### src/rtl/verif_printf_pkg.sv
// verif_printf_pkg: shared constants, FSM state type and width helper for the binary printf formatter
package verif_printf_pkg;
   localparam logic [7:0] ASCII_0  = 8'h30;
   localparam logic [7:0] ASCII_1  = 8'h31;
   localparam logic [7:0] ASCII_NL = 8'h0A;
   typedef enum logic [1:0] {IDLE, DIGIT, NL} fmt_state_t;
   function automatic int digit_cnt_w(input int w);
      return (w <= 1) ? 1 : $clog2(w);
   endfunction
endpackage

### src/rtl/verif_sync_fifo.sv
// verif_sync_fifo: first-word-fall-through FIFO
//   clk, rst_n (async active-low) | push/din write | pop reads dout | full, empty status
module verif_sync_fifo #(
   parameter int WIDTH = 16,
   parameter int DEPTH = 4
) (
   input  logic             clk,
   input  logic             rst_n,
   input  logic             push,
   input  logic             pop,
   input  logic [WIDTH-1:0] din,
   output logic [WIDTH-1:0] dout,
   output logic             full,
   output logic             empty
);
   localparam int AW = $clog2(DEPTH);
   localparam logic [AW:0] ONE = (AW + 1)'(1);
   logic [WIDTH-1:0] mem_q [DEPTH];
   logic [AW:0]      wr_q, rd_q;
   // extra pointer MSB distinguishes full from empty when the index bits match
   assign empty = wr_q == rd_q;
   assign full  = (wr_q[AW] != rd_q[AW]) && (wr_q[AW-1:0] == rd_q[AW-1:0]);
   assign dout  = mem_q[rd_q[AW-1:0]];
   always_ff @(posedge clk or negedge rst_n) begin
      if (!rst_n) begin
         wr_q <= '0;
         rd_q <= '0;
      end else begin
         if (push && !full) wr_q <= wr_q + ONE;
         if (pop && !empty) rd_q <= rd_q + ONE;
      end
   end
   always_ff @(posedge clk) begin
      if (push && !full) mem_q[wr_q[AW-1:0]] <= din;
   end
endmodule

### src/rtl/verif_printf_bin_formatter.sv
// verif_printf_bin_formatter: prints each accepted W-bit sample as ASCII binary digits (MSB first) plus newline
//   clk, reset (async active-low) | io_en, io_in_valid/ready/bits: sample input
//   io_out_valid/ready/bits: byte stream | io_busy: work pending | io_lines: completed line count
module verif_printf_bin_formatter
   import verif_printf_pkg::*;
#(
   parameter int W     = 16,
   parameter int DEPTH = 4
) (
   input  logic         clk,
   input  logic         reset,
   input  logic         io_en,
   input  logic         io_in_valid,
   output logic         io_in_ready,
   input  logic [W-1:0] io_in_bits,
   output logic         io_out_valid,
   input  logic         io_out_ready,
   output logic [7:0]   io_out_bits,
   output logic         io_busy,
   output logic [15:0]  io_lines
);
   localparam int CW = digit_cnt_w(W);
   localparam logic [CW-1:0] LAST_DIGIT = CW'(W - 1);
   fmt_state_t     state_q, state_d;
   logic [W-1:0]   shreg_q, shreg_d;
   logic [CW-1:0]  cnt_q, cnt_d;
   logic [15:0]    lines_q, lines_d;
   logic           fifo_full, fifo_empty, push, pop;
   logic [W-1:0]   fifo_dout;
   // ready depends only on FIFO occupancy, never on the output side
   assign io_in_ready  = !fifo_full;
   assign push         = io_in_valid && !fifo_full && io_en;
   assign io_out_valid = state_q != IDLE;
   assign io_out_bits  = (state_q == DIGIT) ? (shreg_q[W-1] ? ASCII_1 : ASCII_0) : ASCII_NL;
   assign io_busy      = !fifo_empty || (state_q != IDLE);
   assign io_lines     = lines_q;
   verif_sync_fifo #(.WIDTH(W), .DEPTH(DEPTH)) u_fifo (
      .clk  (clk),
      .rst_n(reset),
      .push (push),
      .pop  (pop),
      .din  (io_in_bits),
      .dout (fifo_dout),
      .full (fifo_full),
      .empty(fifo_empty)
   );
   always_comb begin
      state_d = state_q;
      shreg_d = shreg_q;
      cnt_d   = cnt_q;
      lines_d = lines_q;
      pop     = 1'b0;
      case (state_q)
         IDLE: begin
            if (!fifo_empty) begin
               pop     = 1'b1;
               shreg_d = fifo_dout;
               cnt_d   = LAST_DIGIT;
               state_d = DIGIT;
            end
         end
         DIGIT: begin
            if (io_out_ready) begin
               shreg_d = shreg_q << 1;
               cnt_d   = (cnt_q == '0) ? cnt_q : cnt_q - CW'(1);
               state_d = (cnt_q == '0) ? NL : DIGIT;
            end
         end
         NL: begin
            if (io_out_ready) begin
               lines_d = lines_q + 16'd1;
               // next line starts on the same edge so lines run back-to-back
               if (!fifo_empty) begin
                  pop     = 1'b1;
                  shreg_d = fifo_dout;
                  cnt_d   = LAST_DIGIT;
                  state_d = DIGIT;
               end else begin
                  state_d = IDLE;
               end
            end
         end
         default: state_d = IDLE;
      endcase
   end
   always_ff @(posedge clk or negedge reset) begin
      if (!reset) begin
         state_q <= IDLE;
         shreg_q <= '0;
         cnt_q   <= '0;
         lines_q <= '0;
      end else begin
         state_q <= state_d;
         shreg_q <= shreg_d;
         cnt_q   <= cnt_d;
         lines_q <= lines_d;
      end
   end
endmodule

### config.mk
export PLATFORM = sky130hd
export DESIGN_NAME = verif_printf_bin_formatter
export DESIGN_NICKNAME = d
export VERILOG_FILES = /design/src/rtl/verif_printf_pkg.sv /design/src/rtl/verif_sync_fifo.sv /design/src/rtl/verif_printf_bin_formatter.sv
export SDC_FILE = /design/constraint.sdc
export NUM_CORES = 1
export LEC_CHECK = 0
export BUFFER_PORTS_ARGS = -buffer_cell sky130_fd_sc_hd__buf_2
export CAP_MARGIN = 20
export CELL_PAD_IN_SITES_DETAIL_PLACEMENT = 1
export CELL_PAD_IN_SITES_GLOBAL_PLACEMENT = 1
export CORE_MARGIN = 10
export CORE_UTILIZATION = 52
export CTS_CLUSTER_DIAMETER = 80
export CTS_CLUSTER_SIZE = 30
export DETAILED_ROUTE_END_ITERATION = 6
export PLACE_DENSITY = 0.85
export RECOVER_POWER = 25
export SLEW_MARGIN = 40
export SYNTH_ARGS = -nofsm -noshare
export SYNTH_HDL_FRONTEND = slang
export SYNTH_SLANG_ARGS = --single-unit
export TNS_END_PERCENT = 30
### constraint.sdc
create_clock -name clk -period 3.2 [get_ports clk]
set_clock_uncertainty 0.05 [all_clocks]
set_input_delay 0.48 -clock clk [delete_from_list [all_inputs] [get_ports clk]]
set_output_delay 0.48 -clock clk [all_outputs]
set_load 0.01 [all_outputs]
==> key figures <==
Place
  – Placed Cells: 476
  – Buffers added on ports: 44
  – Final HPWL DP: 6270 µm
  – DP Worst Slack: 0.808 ns
  – Final Wtd Congestion: 0.755

Die
  – Chip width: 115 µm
  – Row count: 34
  – Top Ports: 48
  – Initial Util: 0.535
  – Die area: 13200 µm²
  – Die height: 115 µm
  – Core Region: 8760 µm²

Synth
  – Post-synth EDFFs: 64
  – Area contributors post-synth: edfxtp_1 41%, dfrtp_1 24%, mux2i_1 3.2%, xnor2_1 3.0%, mux2_4 2.9%
  – Async SR Flop Fraction: 0.407
  – Mapped Area: 4680 µm²
  – Warnings from Yosys: 0
  – Post-synth top cells: 64 x edfxtp_1, 44 x dfrtp_1, 22 x nor2_1
  – Yosys cell types: 42
  – Post-synth top area cell: edfxtp_1
  – Syn Area/Cell: 13.7 µm²
  – FF+latch count, synth: 108
  – Mux contribution to synthesized area: 0.0833
  – Synth Area in XOR/XNOR: 0.0430
  – Synth Area in Compound Gates: 0.0499
  – Post-synth top flop: edfxtp_1
  – Synth Area in Adders: 0.0187
  – Count leader, synth: edfxtp_1
  – Synth top area share: 0.410
  – Post-Synth Simple-Gate Area: 0.129
  – Sequential share of the synthesized area: 0.645
  – Syn Inst Count: 341
  – Main combinational cell family by area after synthesis: simple AND/OR/NAND/NOR gates

Power
  – VDD IR max: 348 µV
  – Sw power: 1.47 mW
  – Clock Power Share: 0.183
  – Int Pwr: 2.74 mW
  – Switch share: 0.350
  – Leakage: 2.10 nW
  – Share of power burned in registers: 0.457
  – PwrDens: 820 nW/µm²
  – Combinational Power Share: 0.360

Timing
  – Fin crit share: 0.749
  – Worst Setup Slack, final: 0.802 ns
  – RSZ-0062 raised after global routing: no
  – Worst-Margin Slew: 0.728 ns
  – Max Fclk: 417 MHz
  – Fin. Hold Viols: 0
  – Final min period: 2.40 ns
  – Max-slew violations: 0
  – # setup viols final: 0
  – Setup TNS: 0 ns
  – Headroom to the max-slew limit: 0.510

Route
  – WL met2: 4870 µm
  – Vias: 2754
  – Mean routed wirelength per cell: 18.9 µm
  – Highest metal layer with signal wires: met4
  – Drt pass-1 iters: 4
  – Avg Vias per Cell: 5.60
  – Antenna viol nets, final: 0
  – Met3 wire length: 416 µm
  – DRT iter0 DRCs: 100
  – WL final: 9280 µm
  – Metal-1 WL: 3830 µm
  – DRC viols: 0

Clock tree
  – CTS tree: yes
  – Post-CTS repair timing setup buffer count: 0
  – Clock latency on the worst-skew pair: 0.35 ns
  – Worst-path clk slew: 0.10 ns
  – CTS root buffer: clkbuf_8
  – Clock sink count: 108
  – CTS max path bufs: 2
  – Number of CTS-inserted buffers: 9
  – CTS-repair resized insts: 0
  – H-tree Lvls: 3
  – CTS Hold Bufs: 0

Cells and area
  – Layout net count: 407
  – Post-Layout Cell Count: 492
  – P&R area growth vs syn: 9.59%
  – Antenna diode count: 0
  – Layout cells sized above 1: 0.188

GRT
  – Vias in the first global route: 2994
  – GRT overflow: 0
  – Initial antenna violation count: 0
  – Pin count of the biggest net entering global routing: 49
  – First-pass GRT wire length: 15200 µm
  – GRT Util Overall: 0.145

Worst setup path
  – Critical Path Start Type: flip-flop
  – CP endpoint kind: output port
  – Reg-to-Reg Start: u_fifo.wr_q[1]
  – Worst R2R End: shreg_q[6]
  – Max FO, Critical Path: 12
  – R2R setup slack: 0.95 ns
  – CP arrival: 1.87 ns
  – Worst Setup Path Type: reg -> out
  – Reg2Reg Depth: 4
  – Worst EP required: 2.67 ns

Min path
  – Type of the worst min-delay path: in -> async

Run
  – Max-cap violations: 0

Run status
  – Run status: finished, final reports clean
-- per-layer routing --
| metal | GRT usage | up-vias |
|---|---|---|
| met3 | 0.0323 | 12 |
| met5 | 0 | - |
| met1 | 0.167 | 1387 |
| met2 | 0.259 | 47 |
| li1 | - | 1308 |
| met4 | 0.0479 | 0 |
-- per-stage QoR --
stage | cell area, µm² | hold WS, ns | total power [mW] | utilization
floorplan | 4690 | 0.134 | 3.10 | -
finish | 5130 | 0.0470 | 4.21 | 0.586
global route | 5130 | 0.0874 | 4.50 | 0.586
detailed placement | 4970 | 0.416 | 3.49 | 0.567
CTS | 5150 | 0.0710 | 4.27 | 0.588
global placement | 4960 | 0.405 | 3.38 | 0.566
-- registers in the layout, summed over array words and instances, names as in the netlist --
signal	flops
u_fifo.rd_q	3
shreg_q	16
cnt_q	4
io_lines	16
u_fifo.mem_q	64
u_fifo.wr_q	3
state_q	2
-- layout by cell type (no fill, tap or decap), types with 2 or more instances in the layout --
| cell | netlist | routed |
|---|---|---|
| edfxtp_1 | 64 | 64 |
| dfrtp_1 | 44 | 44 |
| buf_2 | 1 | 27 |
| nor2_1 | 22 | 22 |
| and3_1 | 20 | 20 |
| nor3_1 | 20 | 20 |
| clkbuf_1 | 14 | 17 |
| xnor2_1 | 16 | 16 |
| nor2b_1 | 16 | 16 |
| a2111oi_0 | 15 | 15 |
| mux2i_1 | 15 | 15 |
| nand2_1 | 11 | 11 |
| mux2_4 | 9 | 9 |
| clkbuf_8 | 0 | 9 |
| nand3_1 | 8 | 8 |
| inv_1 | 7 | 7 |
| xor2_1 | 7 | 7 |
| mux2_2 | 7 | 7 |
| ha_1 | 7 | 7 |
| buf_4 | 5 | 5 |
| and2_2 | 0 | 4 |
| nand4_1 | 4 | 4 |
| conb_1 | 1 | 3 |
| or2_2 | 2 | 2 |
| o21ai_0 | 2 | 2 |
| inv_8 | 0 | 2 |
| clkinv_4 | 0 | 2 |
-- worst max path at each step --
| stage | to | start |
|---|---|---|
| 2_1_floorplan | shreg_q[10] | io_out_ready |
| 3_3_place_gp | u_fifo.mem_q[3][6] | u_fifo.wr_q[1] |
| 3_5_place_dp | u_fifo.mem_q[0][7] | u_fifo.wr_q[1] |
| 4_1_cts | io_out_bits[0] | state_q[1] |
| 5_1_grt | io_out_bits[0] | state_q[1] |
| 6_report | io_out_bits[0] | state_q[1] |
-- worst max-delay path: stages (launching register included) --
cell and delay (ns):
dfrtp_1 0.42, nand2b_1 0.17, inv_1 0.37, buf_4 0.28, and2_1 0.15, buf_2 0.13
-- power groups by stage --
stage | Combinational (mW) | Clock [mW] | Sequential, mW
floorplan | 1.19 | 0 | 1.91
global placement | 1.45 | 0 | 1.93
detailed placement | 1.54 | 0 | 1.95
CTS | 1.55 | 0.793 | 1.93
global route | 1.69 | 0.856 | 1.96
finish | 1.52 | 0.770 | 1.92
-- kinds of logic after synthesis --
| logic type | count (synthesis) |
|---|---|
| XOR/XNOR | 23 |
| adder cells (fa/ha/maj) | 7 |
| AO/OA/AOI/OAI | 26 |
| other | 1 |
| multiplexers | 32 |
| AND/OR/NAND/NOR | 114 |
| flip-flops | 108 |
| buffers and inverters | 30 |
-- cell type report --
cell class | instances | area, µm²
clock buffer | 10 | 128
inverter | 7 | 26.3
fill | 877 | 3630
tap | 108 | 135
sequential | 108 | 3020
timing repair buffer | 48 | 233
clock inverter | 6 | 55.1
multi-input combinational | 205 | 1530
(Power assumes the default switching activity.)
